File: src/rtl/ring_mon_pkg.sv
// Shared types and helpers for the ring counter phase monitor.
package ring_mon_pkg;

   typedef enum logic [1:0] {
      StUnlocked,
      StAcquire,
      StLocked,
      StFault
   } mon_state_e;

   // Widest ring the rotate helper supports.
   localparam int unsigned MaxW = 64;

   function automatic int unsigned idx_w(input int unsigned n);
      int unsigned w;
      w = $clog2(n);
      return (w == 0) ? 1 : w;
   endfunction

   // Rotate left by one within the low n bits, matching Q[i] <= Q[i-1].
   function automatic logic [MaxW-1:0] rotl1(input logic [MaxW-1:0] v, input int unsigned n);
      logic [MaxW-1:0] mask;
      mask = ~({MaxW{1'b1}} << n);
      return ((v << 1) | (v >> (n - 1))) & mask;
   endfunction

endpackage

File: src/rtl/onehot_enc.sv
// Combinational one-hot to binary encoder with a single-bit-set flag.
module onehot_enc
   import ring_mon_pkg::*;
#(
   parameter int unsigned N = 4,
   localparam int unsigned IdxW = idx_w(N)
) (
   input  logic [N-1:0]    vec,
   output logic [IdxW-1:0] idx,
   output logic            is_onehot
);

   localparam logic [N-1:0] One = N'(1);

   always_comb begin
      idx = '0;
      for (int i = 0; i < N; i++) begin
         if (vec[i]) idx = idx | IdxW'(i);
      end
   end

   assign is_onehot = (vec != '0) && ((vec & (vec - One)) == '0);

endmodule

File: src/rtl/ring_phase_monitor.sv
// Tracks a one-hot ring counter: phase index, rotation checking, lock/fault state,
// revolution and fault counters, and a resync request while faulted.
module ring_phase_monitor
   import ring_mon_pkg::*;
#(
   parameter int unsigned N        = 4,
   parameter int unsigned REV_W    = 8,
   parameter int unsigned ERR_W    = 4,
   parameter int unsigned LOCK_CNT = 2,
   localparam int unsigned IdxW    = idx_w(N)
) (
   input  logic             clk,
   input  logic             rst,
   input  logic             en,
   input  logic [N-1:0]     ring_q,
   input  logic             clr_err,
   output logic [IdxW-1:0]  idx,
   output logic             idx_valid,
   output logic             wrap,
   output logic [REV_W-1:0] rev_cnt,
   output logic             locked,
   output logic             fault,
   output logic             resync_req,
   output logic             sticky_err,
   output logic [ERR_W-1:0] err_cnt
);

   localparam int unsigned MatchW = $clog2(LOCK_CNT + 1);
   localparam logic [MatchW-1:0] LockLast = MatchW'(LOCK_CNT - 1);
   localparam logic [N-1:0] One = N'(1);

   mon_state_e        state_q, state_d;
   logic [N-1:0]      prev_q;
   logic [MatchW-1:0] match_q;
   logic [IdxW-1:0]   enc_idx;
   logic              onehot;
   logic [N-1:0]      expected;
   logic              good;

   onehot_enc #(
      .N (N)
   ) u_enc (
      .vec       (ring_q),
      .idx       (enc_idx),
      .is_onehot (onehot)
   );

   assign expected = N'(rotl1(MaxW'(prev_q), N));
   assign good     = onehot && (ring_q == expected);

   always_comb begin
      state_d = state_q;
      if (en) begin
         unique case (state_q)
            StUnlocked: if (onehot) state_d = StAcquire;
            StAcquire: begin
               if (good) begin
                  if (match_q == LockLast) state_d = StLocked;
               end else if (!onehot) begin
                  state_d = StUnlocked;
               end
            end
            StLocked:   if (!good) state_d = StFault;
            StFault:    if (ring_q == One) state_d = StAcquire;
            default:    state_d = StUnlocked;
         endcase
      end
   end

   always_ff @(posedge clk) begin
      if (rst) begin
         state_q    <= StUnlocked;
         prev_q     <= '0;
         match_q    <= '0;
         idx        <= '0;
         idx_valid  <= 1'b0;
         wrap       <= 1'b0;
         rev_cnt    <= '0;
         locked     <= 1'b0;
         fault      <= 1'b0;
         resync_req <= 1'b0;
         sticky_err <= 1'b0;
         err_cnt    <= '0;
      end else begin
         state_q    <= state_d;
         locked     <= (state_d == StLocked);
         fault      <= (state_d == StFault);
         resync_req <= (state_d == StFault);
         wrap       <= 1'b0;
         if (clr_err) begin
            sticky_err <= 1'b0;
            err_cnt    <= '0;
         end
         if (en) begin
            prev_q <= ring_q;
            if (onehot) begin
               idx       <= enc_idx;
               idx_valid <= 1'b1;
            end else begin
               idx_valid <= 1'b0;
            end
            // Entering ACQUIRE restarts the count from the new sample.
            if (state_d == StAcquire && state_q != StAcquire) begin
               match_q <= '0;
            end else if (state_q == StAcquire) begin
               match_q <= good ? match_q + MatchW'(1) : '0;
            end
            if (state_q == StLocked) begin
               if (good && prev_q[N-1] && ring_q[0]) begin
                  wrap    <= 1'b1;
                  rev_cnt <= rev_cnt + REV_W'(1);
               end
               // A new fault beats a same-edge clear.
               if (!good) begin
                  sticky_err <= 1'b1;
                  if (clr_err)       err_cnt <= ERR_W'(1);
                  else if (!(&err_cnt)) err_cnt <= err_cnt + ERR_W'(1);
               end
            end
         end
      end
   end

endmodule
File: config.mk
export PLATFORM = sky130hd
export DESIGN_NAME = ring_phase_monitor
export DESIGN_NICKNAME = d
export VERILOG_FILES = /design/src/rtl/ring_mon_pkg.sv /design/src/rtl/onehot_enc.sv /design/src/rtl/ring_phase_monitor.sv
export SDC_FILE = /design/constraint.sdc
export NUM_CORES = 1
export LEC_CHECK = 0
export BUFFER_PORTS_ARGS = -buffer_cell sky130_fd_sc_hd__buf_2
export CORE_MARGIN = 1
export CORE_UTILIZATION = 32
export CTS_BUF_LIST = sky130_fd_sc_hd__clkbuf_4
export DETAILED_ROUTE_END_ITERATION = 10
export GPL_TIMING_DRIVEN = 0
export PLACE_DENSITY = 0.53
export SETUP_SLACK_MARGIN = 0.05
export SYNTH_ARGS = -nofsm -noshare
export SYNTH_HDL_FRONTEND = slang
export SYNTH_SLANG_ARGS = --single-unit
export TNS_END_PERCENT = 20
File: constraint.sdc
create_clock -name clk -period 2.4 [get_ports clk]
set_input_delay 0.6 -clock clk [delete_from_list [all_inputs] [get_ports clk]]
set_output_delay 0.6 -clock clk [all_outputs]
set_load 0.02 [all_outputs]
==> results of run 1 <==
==> final timing paths <==
path                         startpoint                      end  slack [ns]  cells after the start
hold / removal    sticky_err$_SDFF_PP0_    sticky_err$_SDFF_PP0_        0.48                      2
setup reg to reg  state_q[0]$_SDFF_PP0_  rev_cnt[6]$_SDFFE_PP0P_        0.45                      5
setup / recovery  state_q[0]$_SDFF_PP0_  rev_cnt[6]$_SDFFE_PP0P_        0.45                      5
hold reg to reg   sticky_err$_SDFF_PP0_    sticky_err$_SDFF_PP0_        0.48                      2
==> cells in the final DEF, fill, tap and decap left out, drive strengths merged, types with 2 or more instances in the layout <==
master	Yosys	layout
nor2	19	19
inv	6	6
xnor2	8	8
nand2	7	7
nor2b	4	4
dfxtp	27	27
clkbuf	1	4
nand3	4	4
nor4b	4	4
nand4	3	3
a211oi	2	2
nor4	3	3
o211ai	2	2
o21ai	3	3
ha	3	3
a21oi	6	6
mux2i	7	7
o21bai	3	3
buf	6	31
nand2b	4	4
nor3	4	4
and3	3	3
==> metrics by stage <==
stage                       util  cells  hold slack [ns]  worst slack [ns]
final                     0.3931    222           0.4819            0.4550
after global routing      0.3931    222           0.4970            0.3215
after CTS                 0.3931    222           0.4880            0.4646
after detailed placement  0.3864    218           0.4666            0.1113
after global placement    0.3864    218           0.4505            0.1326
after floorplan                -    143           0.4386            0.3560
==> power groups by stage <==
| stage | Clock (uW) | Combinational, uW | Sequential (uW) |
|---|---|---|---|
| after floorplan | 0 | 67.3 | 476 |
| after global placement | 0 | 93.7 | 473 |
| after detailed placement | 0 | 95.3 | 474 |
| after CTS | 211 | 95.9 | 464 |
| after global routing | 230 | 106 | 465 |
| final | 200 | 95.1 | 464 |
==> area by class of cell <==
class,instances,share of cell area
multi-input cells,103,0.4844
flip-flops and latches,27,0.3364
repair buffers,25,0.07788
well taps,50,0.03894
plain buffers,7,0.03115
clock buffers,3,0.01402
inverters,6,0.01402
clock inverters,1,0.003115
==> worst max-delay path, stage by stage (launching register included) <==
cell and delay (ns):
dfxtp_1 0.39, and2b_1 0.31, nand4_2 0.27, nor3_2 0.31
and4_1 0.25, mux2_1 0.32
==> metal layers <==
| layer | track usage | part of all wire | up-vias |
|---|---|---|---|
| met2 | 0.2279 | 0.47 | 25 |
| met1 | 0.1769 | 0.48 | 526 |
| li1 | - | - | 560 |
| met5 | 0 | 0 | - |
| met3 | 0.02667 | 0.036 | 2 |
| met4 | 0.04427 | 0.0067 | 0 |
==> logic make-up after synthesis <==
| group | Yosys count | synth area share |
|---|---|---|
| and+or+nand+nor | 60 | 0.2797 |
| AOI/OAI and AO/OA | 23 | 0.1268 |
| adders and majority gates | 3 | 0.02698 |
| buffers and inverters | 13 | 0.05214 |
| xor gates and xnor gates | 9 | 0.06745 |
| muxes | 8 | 0.05845 |
| DFF | 27 | 0.3885 |
==> Yosys cell counts (all sizes together), types with 4 or more instances <==
library cell / count
nor2: 19
nor4b: 4
inv: 6
nor2b: 4
a21oi: 6
mux2i: 7
nor3: 4
dfxtp: 27
buf: 6
xnor2: 8
nand2: 7
nand3: 4
nand2b: 4
==> state kept, by name, summed over array words and instances, names as in the netlist, 2 cells and up <==
name,flops
state_q,2
rev_cnt,8
idx,2
match_q,2
err_cnt,4
prev_q,4
==> results.toml, run 1 <==
[sta]
rsz0062_at_grt = "false"
fmax_mhz = 514.1
tns_ns = 0
fin_crit_sh = 0.8104
finalMaxSlewViolations = 0
worst_slew_pin_slew_ns = 0.4901
skew_ns = 0.01822
layout_min_cycle_time_ns = 1.945
slew_headroom = 0.6733
setup_viol = 0
finalHoldViolations = 0

[synth]
syn_nets = 154
synthCells = 143
ys_seq_elements = 27
synthFlopType = "dfxtp_1"
syn_avg_cell_area_um2 = 9.730
synthDistinctLibCells = 47
syn_area_um2 = 1391
yosysSeqAreaShare = 0.3885
yosys.area.top_type = "dfxtp_1"
yosys_warnings = 0
synth.top_cell.area_share = 0.3885
synth_edf_count = 0
synthTopCellsByArea = "dfxtp_1 39%, nor2_1 5.1%, mux2i_1 5.0%"
asyncSetResetFlopFracSynth = 0

[clock_tree]
cts_hold_buf = 0
htree_levels = 1
clock_tree.root_cell = "clkbuf_4"
post_cts_buffers = 0
cts_buffers = 3
clkSinkCount = 27
clockBufferDepth = 2
ctsResizeCount = 0
clk_pin_slew_ns = 0.16
clock_latency_ns = 0.33
cts_tree = "done"

[setup_path]
start_kind = "register"
cp_max_fo = 7
criticalPathCategory = "register to register"
cp.required_ns = 2.64
critPathCaptureType = "register"
worstPathArrival_ns = 2.19

[route]
via_per_inst = 5.014
dr.pass1.iters = 4
vias = 1113
postRouteAntennaNets = 0
avgRoutedWirePerCell_um = 12.73
drt-total-wl_mm = 2.826
drt_iter0_drc = 76
remaining_drc_errors = 0

[power_and_ir_drop]
p_seq_frac = 0.612
power_frac_comb = 0.125
p_per_area_nw_per_um2 = 472.2
switching_share = 0.2644
total_power_uw = 758.6
p_switching_uw = 200.6
p_int_uw = 558.0
leakagePower_uw = 0.0006781
power.share.clock = 0.263
ir_drop_mv = 0.1880

[global_routing]
grt_max_degree = 16
grt_pass1_wl_mm = 4.747
grt_pass1_vias = 1062
grt-ovfl-total = 0
gr-usage-all-layers = 0.1374
antenna_found_initial = 0

[floorplan]
die_x_um = 67.94
die_area_um2 = 4616
fp-row-count = 23
fp.dieH_um = 67.94
core_area_um2 = 4086
ios = 28
initial_core_util = 0.3405

[hold_path]
hp-class = "register to register"

[outcome]
status = "finished clean"

[layout]
layout-drive-gt1-share = 0.2907
fin_nets = 184
seqCellArea_um2 = 540.5
area_growth_pct = 15.47
antenna_cells = 0
multi_input_area_um2 = 778.2
design_area_um2 = 1607
fillers = 433

[place]
place_congestion = 0.7231
placed_cell_area_um2 = 1579
portBuffers = 25
hpwlAfterDp_mm = 2.160

[job]
drv_cap = 0
No activity file was read; power rests on OpenSTA's default activity.
==> inputs of run 2 (changes only) <==
==> constraint.sdc (replaced) <==
create_clock -name clk -period 2 [get_ports clk]
set_input_delay 0.5 -clock clk [delete_from_list [all_inputs] [get_ports clk]]
set_output_delay 0.5 -clock clk [all_outputs]
set_load 0.02 [all_outputs]
==> run 2 against run 1 <==
Net effect: global-route usage unchanged; cell area increased by 0.93%; register-to-register slack got worse by 0.27 ns; die area unchanged; critical endpoint is now locked$_SDFF_PP0_.
==> results.toml, run 2 (synthesis gave the netlist of run 1 again) <==
[place]
portBuffers = 25
hpwlAfterDp_mm = 2.160
placed_cell_area_um2 = 1579
place_congestion = 0.7231

[global_routing]
grt_max_degree = 16
grt_pass1_wl_mm = 4.747
antenna_found_initial = 0
grt-ovfl-total = 0
grt_pass1_vias = 1062
gr-usage-all-layers = 0.1374

[clock_tree]
cts_hold_buf = 0
clk_pin_slew_ns = 0.16
clock_latency_ns = 0.33
clockBufferDepth = 2
clkSinkCount = 27
cts_buffers = 3
cts_tree = "done"
clock_tree.root_cell = "clkbuf_4"
htree_levels = 1

[setup_path]
cp_max_fo = 10
critPathCaptureType = "register"
path_cells = "buf_2 > nor4b_2 > a211oi_2 > buf_6 > nor2_1 > a221o_1 > nor2b_4"
worst-path-buf-inv = 2
cp.required_ns = 2.25
path_delay_family = "compound AO/OA/AOI/OAI gates"
criticalPathCategory = "input port to register"
cpPeakStageDelay_ns = 0.43
cp_slowest_cell = "a211oi_2"
start_kind = "input port"
worstPathArrival_ns = 2.09

[route]
dr.pass1.iters = 4
vias = 1099
via_per_inst = 4.950
avgRoutedWirePerCell_um = 12.65
drt_iter0_drc = 93
postRouteAntennaNets = 0
remaining_drc_errors = 0
drt-total-wl_mm = 2.809

[sta]
fin_crit_sh = 0.9232
setup_viol = 0
finalMaxSlewViolations = 0
worst_slew_pin_slew_ns = 0.4814
fmax_mhz = 541.6
skew_ns = 0.02141
layout_min_cycle_time_ns = 1.846
slew_headroom = 0.6791
rsz0062_at_grt = "false"
finalHoldViolations = 0

[power_and_ir_drop]
ir_drop_mv = 0.2255
p_per_area_nw_per_um2 = 563.5
leakagePower_uw = 0.0006790

[layout]
largest_register_ffs = 8
mostFrequentLayoutCells = "27 x dfxtp_1, 26 x buf_2, 19 x nor2_1"
design_area_um2 = 1622
antenna_cells = 0
largest-register = "rev_cnt"
layout-drive-gt1-share = 0.2907
largestRegisters = "rev_cnt (8), err_cnt (4), prev_q (4)"
fillers = 431
fin_nets = 184
area_growth_pct = 16.55
mostFrequentLayoutCell = "dfxtp_1"
utilization = 0.3968

[floorplan]
initial_core_util = 0.3405
die_area_um2 = 4616
core_area_um2 = 4086
fp-row-count = 23
fp.dieH_um = 67.94
ios = 28
die_x_um = 67.94

[hold_path]
hp-class = "input port to register"

[job]
drv_cap = 0

[outcome]
status = "finished clean"
-- run 2: final cells by class --
class	instances	area, um^2	share of cell area
multi-input cells	103	793.3	0.4892
flip-flops and latches	27	540.5	0.3333
repair buffers	25	125.1	0.07716
well taps	50	62.56	0.03858
plain buffers	7	50.05	0.03086
clock buffers	3	22.52	0.01389
inverters	6	22.52	0.01389
clock inverters	1	5.005	0.003086
-- run 2: worst paths after layout --
kind | startpoint | end | slack [ns] | cells past startpoint
setup reg to reg | prev_q[0]$_SDFFE_PP0P_ | rev_cnt[6]$_SDFFE_PP0P_ | 0.18 | 5
hold reg to reg | sticky_err$_SDFF_PP0_ | sticky_err$_SDFF_PP0_ | 0.48 | 2
hold / removal | clr_err | sticky_err$_SDFF_PP0_ | 0.47 | 3
setup / recovery | ring_q[0] | locked$_SDFF_PP0_ | 0.15 | 7
-- run 2: worst register-to-register path, stage by stage, from the launching register on --
cell and delay [ns]:
dfxtp_1 0.35, xnor2_1 0.25, nand4_4 0.27, nor3_4 0.30, and4_1 0.23, mux2_1 0.32
-- run 2: where the power goes --
part,total (uW),switching (uW),internal [uW]
clock,241,166,74.9
combinational,116,68.9,46.7
sequential,557,8.97,548
total,914,244,670
-- run 2: routing by layer --
metal	part of all wire	track usage
met4	0.0068	0.04427
met1	0.50	0.1769
met3	0.032	0.02667
met5	0	0
met2	0.46	0.2279
-- run 2: what timing repair did --
action,in CTS,in global routing
buffers inserted,0,0
resized for setup,0,2
endpoints found under the setup margin,0,1
-- run 2: metrics by stage --
stage / hold WS (ns) / setup TNS (ns) / power (uW) / setup WS [ns] / std cells
after floorplan: 0.4386 / 0 / 652.5 / 0.05596 / 143
after global placement: 0.4505 / -0.3261 / 680.3 / -0.1674 / 218
after detailed placement: 0.4666 / -0.4560 / 682.9 / -0.1887 / 218
after CTS: 0.4606 / 0 / 925.0 / 0.06457 / 222
after global routing: 0.4653 / 0 / 963.6 / 0.05913 / 222
final: 0.4698 / 0 / 913.8 / 0.1536 / 222
